### config.mk
export PLATFORM = sky130hd
export DESIGN_NAME = msg_encrypt_seq_flat
export DESIGN_NICKNAME = d
export VERILOG_FILES = /design/src/rtl/msg_enc_pkg.sv /design/src/rtl/msg_encrypt_seq_if.sv /design/src/rtl/lfsr7_step.sv /design/src/rtl/msg_encrypt_seq.sv /design/src/flat_wrapper.sv
export SDC_FILE = /design/constraint.sdc
export NUM_CORES = 1
export LEC_CHECK = 0
export ABC_AREA = 1
export CAP_MARGIN = 20
export CORE_UTILIZATION = 45
export CTS_BUF_LIST = sky130_fd_sc_hd__clkbuf_4
export DETAILED_ROUTE_END_ITERATION = 7
export PLACE_DENSITY = 0.65
export SLEW_MARGIN = 20
export SYNTH_ARGS = -nofsm -noshare
export SYNTH_HDL_FRONTEND = slang
export SYNTH_HIERARCHICAL = 1
export SYNTH_SLANG_ARGS = --single-unit
### constraint.sdc
create_clock -name Clk -period 3 [get_ports Clk]
set_input_delay 0.45 -clock Clk [delete_from_list [all_inputs] [get_ports Clk]]
set_output_delay 0.45 -clock Clk [all_outputs]
set_load 0.05 [all_outputs]
### src/rtl/msg_enc_pkg.sv
// Shared constants and FSM state encoding for the LFSR message-encryption sequencer.
package msg_enc_pkg;

  localparam logic [7:0] CFG_PRE  = 8'd61;
  localparam logic [7:0] CFG_TAP  = 8'd62;
  localparam logic [7:0] CFG_SEED = 8'd63;
  localparam logic [7:0] OUT_BASE = 8'd64;
  localparam int         N_OUT    = 64;
  localparam int         MSG_MAX  = 61;
  localparam logic [7:0] PAD      = 8'h20;

  typedef enum logic [2:0] {IDLE, CFG, RUN_RD, RUN_WR, DONE} state_t;

endpackage

### src/rtl/msg_encrypt_seq_if.sv
// Start/Ack handshake plus the single-port data-memory bus driven by the sequencer.
interface msg_encrypt_seq_if;

  logic       Start;
  logic       Ack;
  logic       busy;
  logic [7:0] mem_addr;
  logic       mem_rd_en;
  logic [7:0] mem_rdata;
  logic       mem_wr_en;
  logic [7:0] mem_wdata;

  modport master (
    input  Start, mem_rdata,
    output Ack, busy, mem_addr, mem_rd_en, mem_wr_en, mem_wdata
  );

  modport slave (
    output Start, mem_rdata,
    input  Ack, busy, mem_addr, mem_rd_en, mem_wr_en, mem_wdata
  );

endinterface

### src/rtl/lfsr7_step.sv
// One step of a 7-bit Fibonacci LFSR; combinational, no backpressure.
// parity is the even parity of the current state word.
module lfsr7_step (
  input  logic [6:0] state,
  input  logic [6:0] taps,
  output logic [6:0] next,
  output logic       parity
);

  assign next   = {state[5:0], ^(state & taps)};
  assign parity = ^state;

endmodule

### src/rtl/msg_encrypt_seq.sv
// Reads config + plaintext, writes 64 LFSR-encrypted bytes with parity to mem[64..127].
// Latency 68 + V cycles launch-to-Ack; no backpressure, memory is assumed always ready.
module msg_encrypt_seq
  import msg_enc_pkg::*;
(
  input  logic              Clk,
  input  logic              Reset,
  msg_encrypt_seq_if.master bus
);

  localparam logic [6:0] LAST_IDX = 7'(N_OUT - 1);

  state_t     state;
  logic       armed;
  logic       rd_q;
  logic       wr_q;
  logic       pad_q;
  logic       ack_q;
  logic       busy_q;
  logic [1:0] cnt;
  logic [6:0] idx;
  logic [6:0] taps;
  logic [6:0] lfsr;
  logic [7:0] pre;
  logic [7:0] addr_q;

  logic [6:0] lfsr_nxt;
  logic       lfsr_par;
  logic [6:0] seed_fix;
  logic [6:0] j_nxt;
  logic [8:0] src;
  logic       act_rd;
  logic [7:0] act_addr;
  logic [7:0] byte_in;
  logic [6:0] sym;
  logic       wr_live;

  lfsr7_step u_step (
    .state  (lfsr),
    .taps   (taps),
    .next   (lfsr_nxt),
    .parity (lfsr_par)
  );

  // Next output index and whether it needs a plaintext read first.
  assign j_nxt    = (state == CFG) ? 7'd0 : idx + 7'd1;
  assign src      = {2'b00, j_nxt} - {1'b0, pre};
  assign act_rd   = ~src[8] & (src[7:0] < 8'(MSG_MAX));
  assign act_addr = act_rd ? src[7:0] : OUT_BASE + {1'b0, j_nxt};

  assign seed_fix = (bus.mem_rdata[6:0] == 7'd0) ? 7'h01 : bus.mem_rdata[6:0];

  // Write data is formed from the read response in the write cycle itself.
  assign byte_in = pad_q ? PAD : bus.mem_rdata;
  assign sym     = 7'(byte_in - PAD);
  assign wr_live = wr_q & ~Reset;

  assign bus.mem_wr_en = wr_live;
  assign bus.mem_wdata = wr_live ? {(^sym) ^ lfsr_par, sym ^ lfsr} : 8'h00;
  assign bus.mem_rd_en = rd_q;
  assign bus.mem_addr  = addr_q;
  assign bus.Ack       = ack_q;
  assign bus.busy      = busy_q;

  always_ff @(posedge Clk) begin
    if (Reset) begin
      state  <= IDLE;
      armed  <= 1'b0;
      rd_q   <= 1'b0;
      wr_q   <= 1'b0;
      pad_q  <= 1'b0;
      ack_q  <= 1'b0;
      busy_q <= 1'b0;
      cnt    <= 2'd0;
      idx    <= 7'd0;
      taps   <= 7'd0;
      lfsr   <= 7'd0;
      pre    <= 8'd0;
      addr_q <= 8'd0;
    end else begin
      case (state)
        IDLE: begin
          if (bus.Start) begin
            armed <= 1'b1;
          end else if (armed) begin
            state  <= CFG;
            armed  <= 1'b0;
            busy_q <= 1'b1;
            cnt    <= 2'd0;
            rd_q   <= 1'b1;
            addr_q <= CFG_PRE;
          end
        end
        CFG: begin
          cnt <= cnt + 2'd1;
          case (cnt)
            2'd0: addr_q <= CFG_TAP;
            2'd1: begin
              addr_q <= CFG_SEED;
              pre    <= bus.mem_rdata;
            end
            2'd2: begin
              rd_q <= 1'b0;
              taps <= bus.mem_rdata[6:0];
            end
            default: begin
              lfsr   <= seed_fix;
              idx    <= 7'd0;
              state  <= act_rd ? RUN_RD : RUN_WR;
              rd_q   <= act_rd;
              wr_q   <= ~act_rd;
              pad_q  <= ~act_rd;
              addr_q <= act_addr;
            end
          endcase
        end
        RUN_RD: begin
          state  <= RUN_WR;
          rd_q   <= 1'b0;
          wr_q   <= 1'b1;
          pad_q  <= 1'b0;
          addr_q <= OUT_BASE + {1'b0, idx};
        end
        RUN_WR: begin
          lfsr <= lfsr_nxt;
          if (idx == LAST_IDX) begin
            state  <= DONE;
            wr_q   <= 1'b0;
            pad_q  <= 1'b0;
            addr_q <= 8'd0;
            ack_q  <= 1'b1;
            busy_q <= 1'b0;
          end else begin
            idx    <= j_nxt;
            state  <= act_rd ? RUN_RD : RUN_WR;
            rd_q   <= act_rd;
            wr_q   <= ~act_rd;
            pad_q  <= ~act_rd;
            addr_q <= act_addr;
          end
        end
        DONE: begin
          if (bus.Start) begin
            ack_q <= 1'b0;
            armed <= 1'b1;
            state <= IDLE;
          end
        end
        default: state <= IDLE;
      endcase
    end
  end

endmodule

### src/flat_wrapper.sv
// flat-port wrapper written by rule: the top's interface ports become plain ports
module msg_encrypt_seq_flat import msg_enc_pkg::*;
  (Clk, Reset, bus_Start, bus_mem_rdata, bus_Ack, bus_busy, bus_mem_addr, bus_mem_rd_en, bus_mem_wr_en, bus_mem_wdata);
  msg_encrypt_seq_if bus_i ();
  input  logic Clk;
  input  logic Reset;
  input wire logic [$bits(bus_i.Start)-1:0] bus_Start;
  input wire logic [$bits(bus_i.mem_rdata)-1:0] bus_mem_rdata;
  output wire logic [$bits(bus_i.Ack)-1:0] bus_Ack;
  output wire logic [$bits(bus_i.busy)-1:0] bus_busy;
  output wire logic [$bits(bus_i.mem_addr)-1:0] bus_mem_addr;
  output wire logic [$bits(bus_i.mem_rd_en)-1:0] bus_mem_rd_en;
  output wire logic [$bits(bus_i.mem_wr_en)-1:0] bus_mem_wr_en;
  output wire logic [$bits(bus_i.mem_wdata)-1:0] bus_mem_wdata;
  assign bus_i.Start = bus_Start;
  assign bus_i.mem_rdata = bus_mem_rdata;
  assign bus_Ack = bus_i.Ack;
  assign bus_busy = bus_i.busy;
  assign bus_mem_addr = bus_i.mem_addr;
  assign bus_mem_rd_en = bus_i.mem_rd_en;
  assign bus_mem_wr_en = bus_i.mem_wr_en;
  assign bus_mem_wdata = bus_i.mem_wdata;
  msg_encrypt_seq u_core (.Clk(Clk), .Reset(Reset), .bus(bus_i));
endmodule
# Word-level counts from Yosys, hierarchy flattened
# Cells that the tools add are included.
dict set report word_totals {
  inputBits 11
  word_cells 112
  out_inout_bits 20
  ff_bits 48
}
dict set report op_classes {
  bitwise 8
  magnitude_cmp 1
  add_sub_neg 6
  n_reduce_logical 27
  eq_ne 15
  mux 42
}
# cell count
set op_table {}
lappend op_table {{$mux 7} 6}
lappend op_table {{$mux 8} 5}
lappend op_table {{$pmux 8 s4} 1}
lappend op_table {{$pmux 7 s2} 2}
lappend op_table {{$pmux 8 s3} 1}
lappend op_table {{$reduce_xor 7->1} 3}
lappend op_table {{$add 7x7->8 const A} 2}
lappend op_table {{$mux 3} 5}
lappend op_table {{$pmux 3 s5} 1}
lappend op_table {{$ne 2x2->1 const B} 6}
lappend op_table {{$reduce_and 4->1} 3}
lappend op_table {{$mux 1} 11}
lappend op_table {{$reduce_and 2->1} 5}
lappend op_table {{$reduce_bool 2->1} 5}
lappend op_table {{$reduce_and 3->1} 3}
lappend op_table {{$sub 7x8->9} 1}
lappend op_table {{$lt 8x6->1 const B} 1}
lappend op_table {{$pmux 1 s2} 4}
lappend op_table {{$add 7x1->7 const B} 1}
lappend op_table {{$and 7x7->7} 1}
lappend op_table {{$eq 7x6->1 const B} 1}
lappend op_table {{$logic_not 7->1} 1}
lappend op_table {{$sub 7x6->7 const B} 1}
lappend op_table {{$xor 7x7->7} 1}
lappend op_table {{other kinds (21)} 28}

# Longest topological paths before layout
# Gate-level depths: netlist of run 1.
dict set report logic_depth {
  ltp_word 8
  depth_mapped 23
  mapped_depth_nobuf 22
}

# Modules after synthesis
# The synthesis of run 1 kept the hierarchy.
# mod instances cells_each area_per_inst_um2 seq_area_each_um2
set by_module_without_submodules {}
lappend by_module_without_submodules {msg_encrypt_seq 1 440 2917.8 960.9}
lappend by_module_without_submodules {lfsr7_step 1 58 299.0 0.0}

# Worst setup path before layout of run 1
# OpenSTA, ideal clock, no wires.
dict set report synth_path {
  path_type {in2out}
  from {input Reset}
  to {output bus_mem_wdata[0]}
  stages 6
  path_buffers 1
  t_required_ps 2550
  arrival_ps 2165
  path_slack_ps 385
  path_cell_list {clkbuf_1 > inv_1 > nand2_1 > inv_1 > o21ai_0 > a21oi_1}
}
dict set report synth_between {
  elab_chain_cells 3
}
# item line
set synth_rtl {}
lappend synth_rtl {{start, declared} flat_wrapper.sv:6} ;# input logic Reset;
lappend synth_rtl {{$not 1->1} msg_encrypt_seq.sv:56} ;# assign wr_live = wr_q & ~Reset;
lappend synth_rtl {{$and 1x1->1} msg_encrypt_seq.sv:56}
lappend synth_rtl {{net bus_mem_wr_en} flat_wrapper.sv:13} ;# output wire logic [$bits(bus_i.mem_wr_en)-1:0] bus_mem_wr_en;
lappend synth_rtl {{$mux 8} msg_encrypt_seq.sv:59} ;# assign bus.mem_wdata = wr_live ? {(^sym) ^ lfsr_par, sym ^ lfsr} : 8'h00;
lappend synth_rtl {{end, declared} flat_wrapper.sv:14} ;# output wire logic [$bits(bus_i.mem_wdata)-1:0] bus_mem_wdata;
# The timed path passes the listed nets, and every way through them passes these cells.

# Worst setup path in the final report of run 1
dict set report layout_path {
  from {register u_core.idx[0]}
  to {register u_core.addr_q[5], in the netlist u_core/bus.mem_addr[5]}
}
dict set report layout_between {
  elab_chain_cells 8
  elab_cells_between_ends 13
  cone_classes {add/sub (4); order compare (1); eq/ne (1); mux (5); bitwise (2)}
}
# item line
set layout_rtl {}
lappend layout_rtl {{start, declared} msg_encrypt_seq.sv:21} ;# logic [6:0] idx;
lappend layout_rtl {{start signal, assigned} msg_encrypt_seq.sv:134} ;# idx <= j_nxt;
lappend layout_rtl {{$add 7x1->7} msg_encrypt_seq.sv:46} ;# assign j_nxt = (state == CFG) ? 7'd0 : idx + 7'd1;
lappend layout_rtl {{$mux 7} msg_encrypt_seq.sv:46}
lappend layout_rtl {{$sub 7x8->9} msg_encrypt_seq.sv:47} ;# assign src = {2'b00, j_nxt} - {1'b0, pre};
lappend layout_rtl {{$lt 8x6->1 / $not 1->1 (equally long branches)} msg_encrypt_seq.sv:48} ;# assign act_rd = ~src[8] & (src[7:0] < 8'(MSG_MAX));
lappend layout_rtl {{$and 1x1->1} msg_encrypt_seq.sv:48}
lappend layout_rtl {{$mux 8} msg_encrypt_seq.sv:49} ;# assign act_addr = act_rd ? src[7:0] : OUT_BASE + {1'b0, j_nxt};
lappend layout_rtl {{$pmux 8 s3 / $mux 8 (equally long branches)} {msg_encrypt_seq.sv:96, msg_encrypt_seq.sv:126}}
lappend layout_rtl {{$pmux 8 s4 (*)} msg_encrypt_seq.sv:81} ;# case (state)
lappend layout_rtl {{end signal, assigned} msg_encrypt_seq.sv:113} ;# addr_q <= act_addr;
lappend layout_rtl {{end signal, assigned} msg_encrypt_seq.sv:122} ;# addr_q <= OUT_BASE + {1'b0, idx};
lappend layout_rtl {{end signal, assigned} msg_encrypt_seq.sv:139} ;# addr_q <= act_addr;
lappend layout_rtl {{end, declared} msg_encrypt_seq.sv:25} ;# logic [7:0] addr_q;
# Every way passes the cells marked *; elsewhere a longest branch is shown, timed or not.
# A chain may end at the register's enable or synchronous reset.

==> metrics.cfg, run 1 <==
[outcome]
status=completed

[final_layout]
drive_gt1_share_pct=12.26
area_delta_synth_final_pct=18.05
fin_area_sq_um=3797
final_cells=626
nets=553
antenna_cells=0

[synth]
post-synth-top-count-cell=nand2_1
ys_ff_latch=48
syn_inst=498
yosysWarnings=6
syn_avg_cell_area_sq_um=6.460
synth-xor-area-share_pct=3.812
synth_mux_area_share_pct=0
async_flop_share_pct=0
synthDistinctLibCells=35
synth_simple_gate_area_share_pct=30.03
synth_compound_area_share_pct=19.49
netlist.top_cell.by_area=dfxtp_1
synth_top_family_by_area=simple AND/OR/NAND/NOR gates
synth_fa_ha_area_share_pct=4.667
synth_fp_nets=521
synthFlopType=dfxtp_1
synth_top_area_share_pct=29.87
synth-edff-count=0
synth_area_sq_um=3217
yosys-top-cells-count=113 x nand2_1, 70 x inv_1, 48 x a21oi_1, 48 x dfxtp_1, 48 x nor2_1
synth_seq_area_share_pct=29.87
yosys-top-cells-area=dfxtp_1 30%, nand2_1 13%, inv_1 8.2%

[clock_tree]
insertion_delay_ns=0.36
clock_sinks=48
clk_path_buf_depth=2
cts-buffers-inserted=5
cts_root_buf=clkbuf_4
clk_pin_slew_ns=0.14
htreeDepth=2
cts_tree=done

[routing]
drc=0
routed_via_density=5.217
drt-pass1-iter-count=5
drtAntennaViolNets=0
routed_wl_mm=8.792
routed-via-count=3266
first_iter_violations=313
wl_per_cell_microns=14.04

[timing]
final.setup_skew_ns=0.01445
hold-worst-slack_ns=0.4807
drv_slew=0
finalCritPeriodShare_pct=91.14
finalSetupViolations=0
finalHoldViolations=0
max_freq_mhz=365.8
fin_ws_ns=0.2659
worstMarginPinSlew_ns=0.5743
slew-limit-headroom_pct=60.72
layout_min_cycle_time_ns=2.734

[critical_path]
cp_max_fo=5
path_cells=ha_1, nand2_1, inv_1, nor2_2, inv_1, nor2_2, ha_1, inv_1, a21oi_1, nand3_1, nand2_1, nand2_2, nand2_1, nand2_1, nand2_2, nor2_4, nand3_4, buf_4, o211ai_1, a21oi_1
criticalPathCategory=reg2reg
cpPeakStageDelay_ns=0.36
cp_common_cell=nand2_1
cp.arrival_ns=3.01
critPathRequiredTime_ns=3.27
crit_slowest_cell=dfxtp_2
worstSetupEndpointType=flip-flop
worst-path-buf-inv=4
critPathTopFamily=simple AND/OR/NAND/NOR gates
start_kind=flip-flop

[global_route]
grt_antenna_before_repair=0
track_usage_pct=24.77
grt_pass1_wl_mm=14.44
overflow=0
grt_start_max_net_pins=33
grt_pass1_vias=2935

[placed_design]
dpl.hpwl_mm=6.628
dpl_worst_slack_ns=0.05080
dp.cells=617
gp_congestion=0.9060
placed_area_sq_um=3701
numPortBuffers=30

[floorplan]
die_height_microns=86.55
core_area_sq_um=6832
rows=30
start_util_pct=47.09
die-area_sq_um=7491
ioPinCount=31
die_width_microns=86.55

[power_and_ir_drop]
total_power_mw=3.537
peakVddDrop_mv=0.4481
p_leak_nw=1.746
power_density_nw_per_um2=931.5

[worst_hold_path]
hold_class=reg2reg

[run]
drv_cap=0

where the power goes:
| part | switching, mW | internal, mW | total, mW |
|---|---|---|---|
| Combinational | 1.50 | 0.798 | 2.30 |
| Sequential | 0.159 | 0.782 | 0.940 |
| Clock | 0.201 | 0.0959 | 0.297 |
| Total | 1.86 | 1.68 | 3.54 |
flip-flops by register name (all words and copies together), names as in the netlist, 2 cells and up:
name,flops
u_core/cnt,2
u_core/state,3
u_core/idx,7
u_core/bus.mem_addr,8
u_core/lfsr,7
u_core/pre,8
u_core/taps,7
logic make-up (layout without fill, tap and decap cells):
logic type,Yosys count,count (layout)
adders and majority gates,12,12
AOI/OAI and AO/OA,114,114
and+or+nand+nor,216,217
buffers and inverters,94,125
xor gates and xnor gates,14,14
DFF,48,48
worst paths after layout:
kind	startpoint	endpoint	slack, ns	cells past startpoint
hold / removal	u_core/pre[6]$_SDFFE_PP0P_	u_core/pre[6]$_SDFFE_PP0P_	0.48	2
setup reg to reg	u_core/idx[0]$_SDFFE_PP0P_	u_core/bus.mem_addr[5]$_SDFFE_PP0P_	0.27	20
setup / recovery	u_core/idx[0]$_SDFFE_PP0P_	u_core/bus.mem_addr[5]$_SDFFE_PP0P_	0.27	20
hold reg to reg	u_core/pre[6]$_SDFFE_PP0P_	u_core/pre[6]$_SDFFE_PP0P_	0.48	2
cell type report:
cell class	instances	area [sq um]
sequential	48	963.4
inverter	77	291.5
multi-input combinational	357	1899
clock buffer	6	45.04
tap	96	120.1
timing repair buffer	41	473.0
clock inverter	1	5.005
fill	673	3034
repair_timing:
item                       CTS  global route
setup endpoints to repair    1            12
buffers inserted             0             1
gates resized for setup      1            10
pin swaps                    0             2
cloned                       0             1
hold buffers                 0             0
routing by layer:
metal | GRT usage (%) | vias up | part of all wire [%]
met5 | 0 | - | 0
met3 | 3.048 | 10 | 7.0
met1 | 35.62 | 1457 | 47
li1 | - | 1680 | -
met4 | 5.000 | 0 | 1.1
met2 | 39.97 | 119 | 45
layout by cell type (no fill, tap or decap):
master	instances
o211ai_1	7
o21ai_1	1
xnor2_1	6
o221ai_1	1
nand4_1	5
a21oi_1	48
nand2_1	111
nand2_2	11
o21ai_0	41
o21ai_2	2
nor3_1	1
a21oi_2	1
nor2_2	6
nand3_1	25
nor2_1	45
inv_2	4
nand3_4	2
buf_4	11
nor2_4	1
clkbuf_4	6
a2111oi_0	1
o2111ai_1	1
ha_1	12
dfxtp_1	46
clkinv_1	2
clkinv_2	1
nand3_2	7
buf_12	9
clkdlybuf4s50_1	21
a31oi_1	6
a22oi_1	1
xor2_1	8
inv_1	70
inv_4	1
a211oi_1	4
nand2_4	1
dfxtp_2	2
nand3b_1	2
stage by stage:
step / setup TNS, ns / util [%]
after floorplan: 0 / -
after global placement: 0 / 54.18
after detailed placement: 0 / 54.18
after CTS: 0 / 54.91
after global routing: -0.006375 / 55.59
final: 0 / 55.59
worst reg2reg max path: cells and delay by family (launching register included):
kind / cells / cell delay (ns)
buffers and inverters: 4 / 0.37
and+or+nand+nor: 11 / 1.13
DFF: 1 / 0.36
AOI/OAI and AO/OA: 3 / 0.28
adders and majority gates: 2 / 0.50
Note: power is estimated with default switching activity, not from simulation.
==> run 2: changes to the inputs <==
--- a/config.mk
+++ b/config.mk
@@ -7,10 +7,10 @@
 export LEC_CHECK = 0
 export ABC_AREA = 1
 export CAP_MARGIN = 20
-export CORE_UTILIZATION = 45
+export CORE_UTILIZATION = 60
 export CTS_BUF_LIST = sky130_fd_sc_hd__clkbuf_4
 export DETAILED_ROUTE_END_ITERATION = 7
-export PLACE_DENSITY = 0.65
+export PLACE_DENSITY = 0.83
 export SLEW_MARGIN = 20
 export SYNTH_ARGS = -nofsm -noshare
 export SYNTH_HDL_FRONTEND = slang
==> run 2 against run 1 <==
  * Count of clock-buffer cells in the layout down 1
  * Final cell count fell by 5.0%
  * Critical path type unchanged
  * Largest cell class unchanged
  * Via count up 5.2%
  * Final area decreased by 1.3%
  * Combinational power fell by 4%
  * Sequential share of layout area rose by 0.33 points
  * Wire length decreased by 0.27%
  * Non-clock buffer count fell by 6
  * Clock skew shrank 0.0092 ns
  * Worst setup slack got worse by 0.10 ns
  * Clock power grew 34%
  * Critical path depth stayed put
==> metrics.cfg, run 2 (synthesized netlist as in run 1, its figures left out) <==
[floorplan]
core_area_sq_um=5140  ; -25%
die_width_microns=75.22  ; -13%
start_util_pct=62.59  ; +15 points
ioPinCount=31  ; unchanged
rows=26  ; -13%
die_height_microns=75.22  ; -13%
die-area_sq_um=5658  ; -24%

[routing]
first_iter_violations=256  ; -18%
routed-via-count=3436  ; +5.2%
wl_per_cell_microns=14.74  ; +4.9%
drc=0  ; unchanged
routed_via_density=5.775  ; +11%
drtAntennaViolNets=0  ; unchanged
drt-pass1-iter-count=6  ; +1
routed_wl_mm=8.768  ; -0.27%

[global_route]
grt_start_max_net_pins=33  ; unchanged
grt_antenna_before_repair=0  ; unchanged
grt_pass1_vias=2969  ; +1.2%
track_usage_pct=31.78  ; +7.0 points
overflow=0  ; unchanged
grt_pass1_wl_mm=13.61  ; -5.8%

[critical_path]
cpPeakStageDelay_ns=0.41  ; +0.05 ns
crit_slowest_cell=dfxtp_1
cp_common_cell=nand2_1
cp.arrival_ns=3.10  ; +0.09 ns
cp_max_fo=7  ; +2
worstSetupEndpointType=flip-flop
critPathRequiredTime_ns=3.26  ; about the same
path_cells=ha_1, nand2_1, inv_1, nand2_1, nor2_1, nor2_1, o21ai_2, inv_1, ha_1, inv_1, nor2_1, nand2_1, nand2_1, nand2_1, nand2_2, nand3_4, inv_2, nand2_1, o211ai_1, a21oi_1
start_kind=flip-flop
criticalPathCategory=reg2reg

[timing]
layout_min_cycle_time_ns=2.834  ; +0.09984 ns
finalHoldViolations=0  ; unchanged
finalCritPeriodShare_pct=94.46  ; +3.3 points
max_freq_mhz=352.9  ; -3.5%
worstMarginPinSlew_ns=0.5937  ; +0.01939 ns
finalSetupViolations=0  ; unchanged
tns_ns=0  ; unchanged
drv_slew=0  ; unchanged
final.setup_skew_ns=0.005222  ; -0.009233 ns
slew-limit-headroom_pct=60.28  ; -0.45 points

[power_and_ir_drop]
p_sw_mw=1.867  ; +0.25%
power_density_nw_per_um2=949.8  ; +2.0%
power_frac_seq_pct=26.8  ; +0.2 points
power_frac_clock_pct=11.2  ; +2.8 points
p_leak_nw=1.726  ; -1.1%
swShare_pct=52.43  ; -0.21 points
internal_power_mw=1.693  ; +1.1%
pwr-share-comb_pct=62.0  ; -3.0 points
peakVddDrop_mv=0.5194  ; +16%

[final_layout]
drive_gt1_share_pct=11.24  ; -1.0 points
antenna_cells=0  ; unchanged
seq_area_sq_um=963.4  ; unchanged
nets=547  ; -1.1%
area_delta_synth_final_pct=16.53
mostFrequentLayoutCell=nand2_1
final_cells=595  ; -5.0%
n_fill_cell=447  ; -34%
final_cell_mix=112 x nand2_1, 70 x inv_1, 48 x a21oi_1, 46 x dfxtp_1, 45 x nor2_1
multiInputGateArea_sq_um=1897  ; -0.13%

[clock_tree]
htreeDepth=2  ; unchanged
insertion_delay_ns=0.36  ; about the same
cts_setup_buffers=0  ; unchanged
cts_tree=done
cts_root_buf=clkbuf_4
clk_pin_slew_ns=0.15  ; about the same
clk_path_buf_depth=2  ; unchanged
clock_sinks=48  ; unchanged
holdBufCountCts=0  ; unchanged
cts-buffers-inserted=5  ; unchanged

[placed_design]
dpl.hpwl_mm=6.556  ; -1.1%
gp_congestion=0.9160  ; +1.1%
numPortBuffers=30  ; unchanged
dp.cells=586  ; -5.0%

[worst_hold_path]
hold_class=reg2reg

[outcome]
status=completed

[run]
drv_cap=0  ; unchanged

run 2: worst max-delay path: cells and delay by family, from the launching register on:
kind / cells / cell delay, ns
flip-flops: 1 / 0.41
AO/OA/AOI/OAI: 3 / 0.40
buffers and inverters: 4 / 0.39
adder cells (fa/ha/maj): 2 / 0.54
AND/OR/NAND/NOR: 11 / 1.01
run 2: repair_timing:
item	4_1_cts	5_1_grt
resized for setup	1	8
setup endpoints to repair	4	12
gates cloned	0	1
run 2: area by class of cell:
cell class                      count  share of cell area [%]
Tap cell                           70                   2.336
Clock inverter                      3                   1.235
Timing Repair Buffer               35                   11.42
Sequential cell                    48                   25.70
Inverter                           77                   7.710
Clock buffer                        5                   1.001
Multi-Input combinational cell    357                   50.60
run 2: power groups by stage:
stage          Sequential (mW)  Clock [mW]  Combinational, mW
5_1_grt                  0.970       0.433               2.42
3_5_place_dp             0.962           0               2.05
2_1_floorplan             1.07           0               1.51
3_3_place_gp             0.953           0               2.01
4_1_cts                  0.947       0.406               2.07
6_report                 0.956       0.398               2.21
run 2: metal layers:
metal	up-vias	part of all wire, %	GRT usage [%]
met2	178	47	53.65
met1	1574	43	43.72
li1	1668	-	-
met3	16	9.2	4.418
met5	-	0	0
met4	0	1.4	5.967
run 2: path summary, 6_finish.rpt:
path                              startpoint                             endpoint  slack [ns]  cells past startpoint
setup / recovery  u_core/idx[1]$_SDFFE_PP0P_  u_core/bus.mem_addr[3]$_SDFFE_PP0P_        0.17                     20
hold / removal    u_core/pre[6]$_SDFFE_PP0P_           u_core/pre[6]$_SDFFE_PP0P_        0.48                      2
setup reg to reg  u_core/idx[1]$_SDFFE_PP0P_  u_core/bus.mem_addr[3]$_SDFFE_PP0P_        0.17                     20
hold reg to reg   u_core/pre[6]$_SDFFE_PP0P_           u_core/pre[6]$_SDFFE_PP0P_        0.48                      2
run 2: metrics by stage:
stage | power, mW | cell area (sq um) | hold slack (ns) | util (%) | worst slack, ns
final | 3.560 | 3749 | 0.4836 | 72.93 | 0.1661
after global routing | 3.823 | 3749 | 0.5058 | 72.93 | -0.009701
after CTS | 3.425 | 3715 | 0.4875 | 72.27 | 0.06510
after detailed placement | 3.016 | 3631 | 0.4674 | 70.64 | 0.006490
after global placement | 2.958 | 3631 | 0.4649 | 70.64 | 0.2178
after floorplan | 2.573 | 3217 | 0.4353 | - | 0.3846
==> run 3: changes to the inputs <==
--- a/config.mk
+++ b/config.mk
@@ -8,7 +8,7 @@
 export ABC_AREA = 1
 export CAP_MARGIN = 20
 export CORE_UTILIZATION = 60
-export CTS_BUF_LIST = sky130_fd_sc_hd__clkbuf_4
+export CTS_BUF_LIST = sky130_fd_sc_hd__clkbuf_8
 export DETAILED_ROUTE_END_ITERATION = 7
 export PLACE_DENSITY = 0.83
 export SLEW_MARGIN = 20
==> run 3 against run 2 <==
  * Register-to-register slack is essentially flat
  * Critical path type unchanged
  * Final area grew 1.6%
  * Global-route usage grew 0.36 points
==> metrics.cfg, run 3 (synthesized netlist as in run 1, its figures left out) <==
[clock_tree]
cts_tree=done
cts_root_buf=clkbuf_8
clk_pin_slew_ns=0.10  ; -0.05 ns
insertion_delay_ns=0.31  ; -0.05 ns
htreeDepth=2  ; unchanged
clk_path_buf_depth=2  ; unchanged
clock_sinks=48  ; unchanged
cts-buffers-inserted=5  ; unchanged

[critical_path]
reg2reg_slack_ns=0.16  ; about the same
worstSetupEndpointType=flip-flop
critPathRequiredTime_ns=3.20  ; -0.06 ns
rr_worst_depth=20  ; unchanged
start_kind=flip-flop
r2r_start=u_core/idx[1]$_SDFFE_PP0P_
reg2reg_to=u_core/bus.mem_addr[4]$_SDFFE_PP0P_
cp.arrival_ns=3.04  ; -0.06 ns
cp_max_fo=7  ; unchanged
criticalPathCategory=reg2reg

[power_and_ir_drop]
pwr-share-comb_pct=60.7  ; -1.3 points
power_density_nw_per_um2=965.2  ; +1.6%
p_sw_mw=1.881  ; +0.78%
power_frac_seq_pct=26.0  ; -0.8 points
internal_power_mw=1.795  ; +6.0%
swShare_pct=51.18  ; -1.3 points
p_leak_nw=1.756  ; +1.7%
power_frac_clock_pct=13.3  ; +2.1 points
peakVddDrop_mv=0.5647  ; +8.7%

[final_layout]
drive_gt1_share_pct=11.72  ; +0.48 points
antenna_cells=0  ; unchanged
nets=551  ; +0.73%
mostFrequentLayoutCell=nand2_1
seq_area_sq_um=962.2  ; -0.13%
area_delta_synth_final_pct=18.40
n_fill_cell=435  ; -2.7%
final_cells=599  ; +0.67%
multiInputGateArea_sq_um=1897  ; unchanged
final_cell_mix=112 x nand2_1, 70 x inv_1, 48 x a21oi_1, 47 x dfxtp_1, 45 x nor2_1

[timing]
finalCritPeriodShare_pct=94.62  ; +0.16 points
max_freq_mhz=352.3  ; -0.17%
worstMarginPinSlew_ns=0.5835  ; -0.01021 ns
finalHoldViolations=0  ; unchanged
final.setup_skew_ns=0.006468  ; +0.001247 ns
drv_slew=0  ; unchanged
fin_ws_ns=0.1613  ; -0.004795 ns
tns_ns=0  ; unchanged
layout_min_cycle_time_ns=2.839  ; +0.004795 ns
slew-limit-headroom_pct=60.10  ; -0.18 points
finalSetupViolations=0  ; unchanged

[outcome]
status=completed

[global_route]
track_usage_pct=32.13  ; +0.36 points
grt_pass1_vias=2959  ; -0.34%
met3_usage_pct=5.087  ; +0.67 points
grt_antenna_before_repair=0  ; unchanged
grt.met1_usage_pct=44.54  ; +0.81 points
grt_start_max_net_pins=33  ; unchanged
overflow=0  ; unchanged
use_met2_pct=52.55  ; -1.1 points
grt-busiest-layer=met2
grt_pass1_wl_mm=13.69  ; +0.61%

[floorplan]
core_area_sq_um=5140  ; unchanged
start_util_pct=62.59  ; unchanged
die_height_microns=75.22  ; unchanged
die-area_sq_um=5658  ; unchanged
rows=26  ; unchanged
die_width_microns=75.22  ; unchanged
ioPinCount=31  ; unchanged

[placed_design]
numPortBuffers=30  ; unchanged
dpl.hpwl_mm=6.556  ; unchanged
dpl_worst_slack_ns=0.006490  ; unchanged
dp.cells=586  ; unchanged
gp_congestion=0.9160  ; unchanged

[routing]
routed-via-count=3468  ; +0.93%
drtAntennaViolNets=0  ; unchanged
wl_per_cell_microns=14.91  ; +1.2%
routed_via_density=5.790  ; +0.26%
first_iter_violations=352  ; +38%
drc=0  ; unchanged
drt-pass1-iter-count=5  ; -1
routed_wl_mm=8.930  ; +1.8%

[run]
drv_cap=0  ; unchanged

[worst_hold_path]
hold_depth=2  ; unchanged
hold_class=reg2reg
worstHoldEndpoint=u_core/pre[6]$_SDFFE_PP0P_
hp-start=u_core/pre[6]$_SDFFE_PP0P_

## run 3: changes by cell type in the layout (fill, tap and decap cells not counted), sizes merged
cell | previous run | this run
buf | 14 | 18
## run 3: worst max-delay path: stages, from the launching register on
cell and delay [ns]:
dfxtp_1 0.39, ha_1 0.23, nand2_1 0.07, inv_1 0.09
nand2_1 0.10, nor2_1 0.15, nor2_1 0.07, o21ai_2 0.21
inv_1 0.09, ha_1 0.32, inv_1 0.06, nor2_1 0.10
nand2_1 0.07, nand2_1 0.06, nand2_1 0.07, nand2_2 0.12
nand3_4 0.14, inv_2 0.14, nand2_1 0.07, o211ai_1 0.09
a21oi_1 0.09
## run 3: how the worst max path moves through the flow
stage | from | end | slack [ns] | depth (start not counted)
final | u_core/idx[1]$_SDFFE_PP0P_ | u_core/bus.mem_addr[4]$_SDFFE_PP0P_ | 0.16 | 20
after global routing | u_core/idx[1]$_SDFFE_PP0P_ | u_core/state[0]$_SDFFE_PP0P_ | -0.02 | 17
after CTS | u_core/idx[0]$_SDFFE_PP0P_ | u_core/bus.mem_addr[4]$_SDFFE_PP0P_ | 0.07 | 21
after detailed placement | u_core/idx[1]$_SDFFE_PP0P_ | u_core/bus.mem_addr[4]$_SDFFE_PP0P_ | 0.006 | 20
after global placement | u_core/idx[0]$_SDFFE_PP0P_ | u_core/bus.mem_addr[1]$_SDFFE_PP0P_ | 0.22 | 22
after floorplan | Reset | bus_mem_wdata[0] | 0.38 | 6
## run 3: cell type report
cell class,instances,share of cell area [%]
inverter,77,7.589
multi-input combinational,357,49.80
sequential,48,25.26
clock inverter,3,1.216
clock buffer,5,1.807
tap,70,2.300
timing repair buffer,39,12.02
## run 3: layer usage
| metal | wire length (microns) | up-vias |
|---|---|---|
| li1 | - | 1679 |
| met1 | 3848 | 1585 |
| met2 | 4143 | 181 |
| met3 | 774 | 23 |
| met4 | 165 | 0 |
| met5 | 0 | - |
## run 3: through the flow
stage               total power, mW  hold slack (ns)  utilization, %  area (sq um)
floorplan                     2.573           0.4353               -          3217
global placement              2.958           0.4649           70.64          3631
detailed placement            3.016           0.4674           70.64          3631
CTS                           3.506           0.4814           72.88          3746
global route                  3.950           0.5003           74.10          3809
finish                        3.676           0.4788           74.10          3809
## run 3: timing repair
item	4_1_cts	5_1_grt
gates resized for setup	1	7
endpoints found under the setup margin	3	12
hold buffers	0	0
setup buffers	0	4
gates cloned	0	1
## run 3: power groups by stage
stage	clock network, mW	registers [mW]	logic, mW
floorplan	0	1.07	1.51
global placement	0	0.953	2.01
detailed placement	0	0.962	2.05
CTS	0.489	0.948	2.07
global route	0.520	0.971	2.46
finish	0.489	0.955	2.23
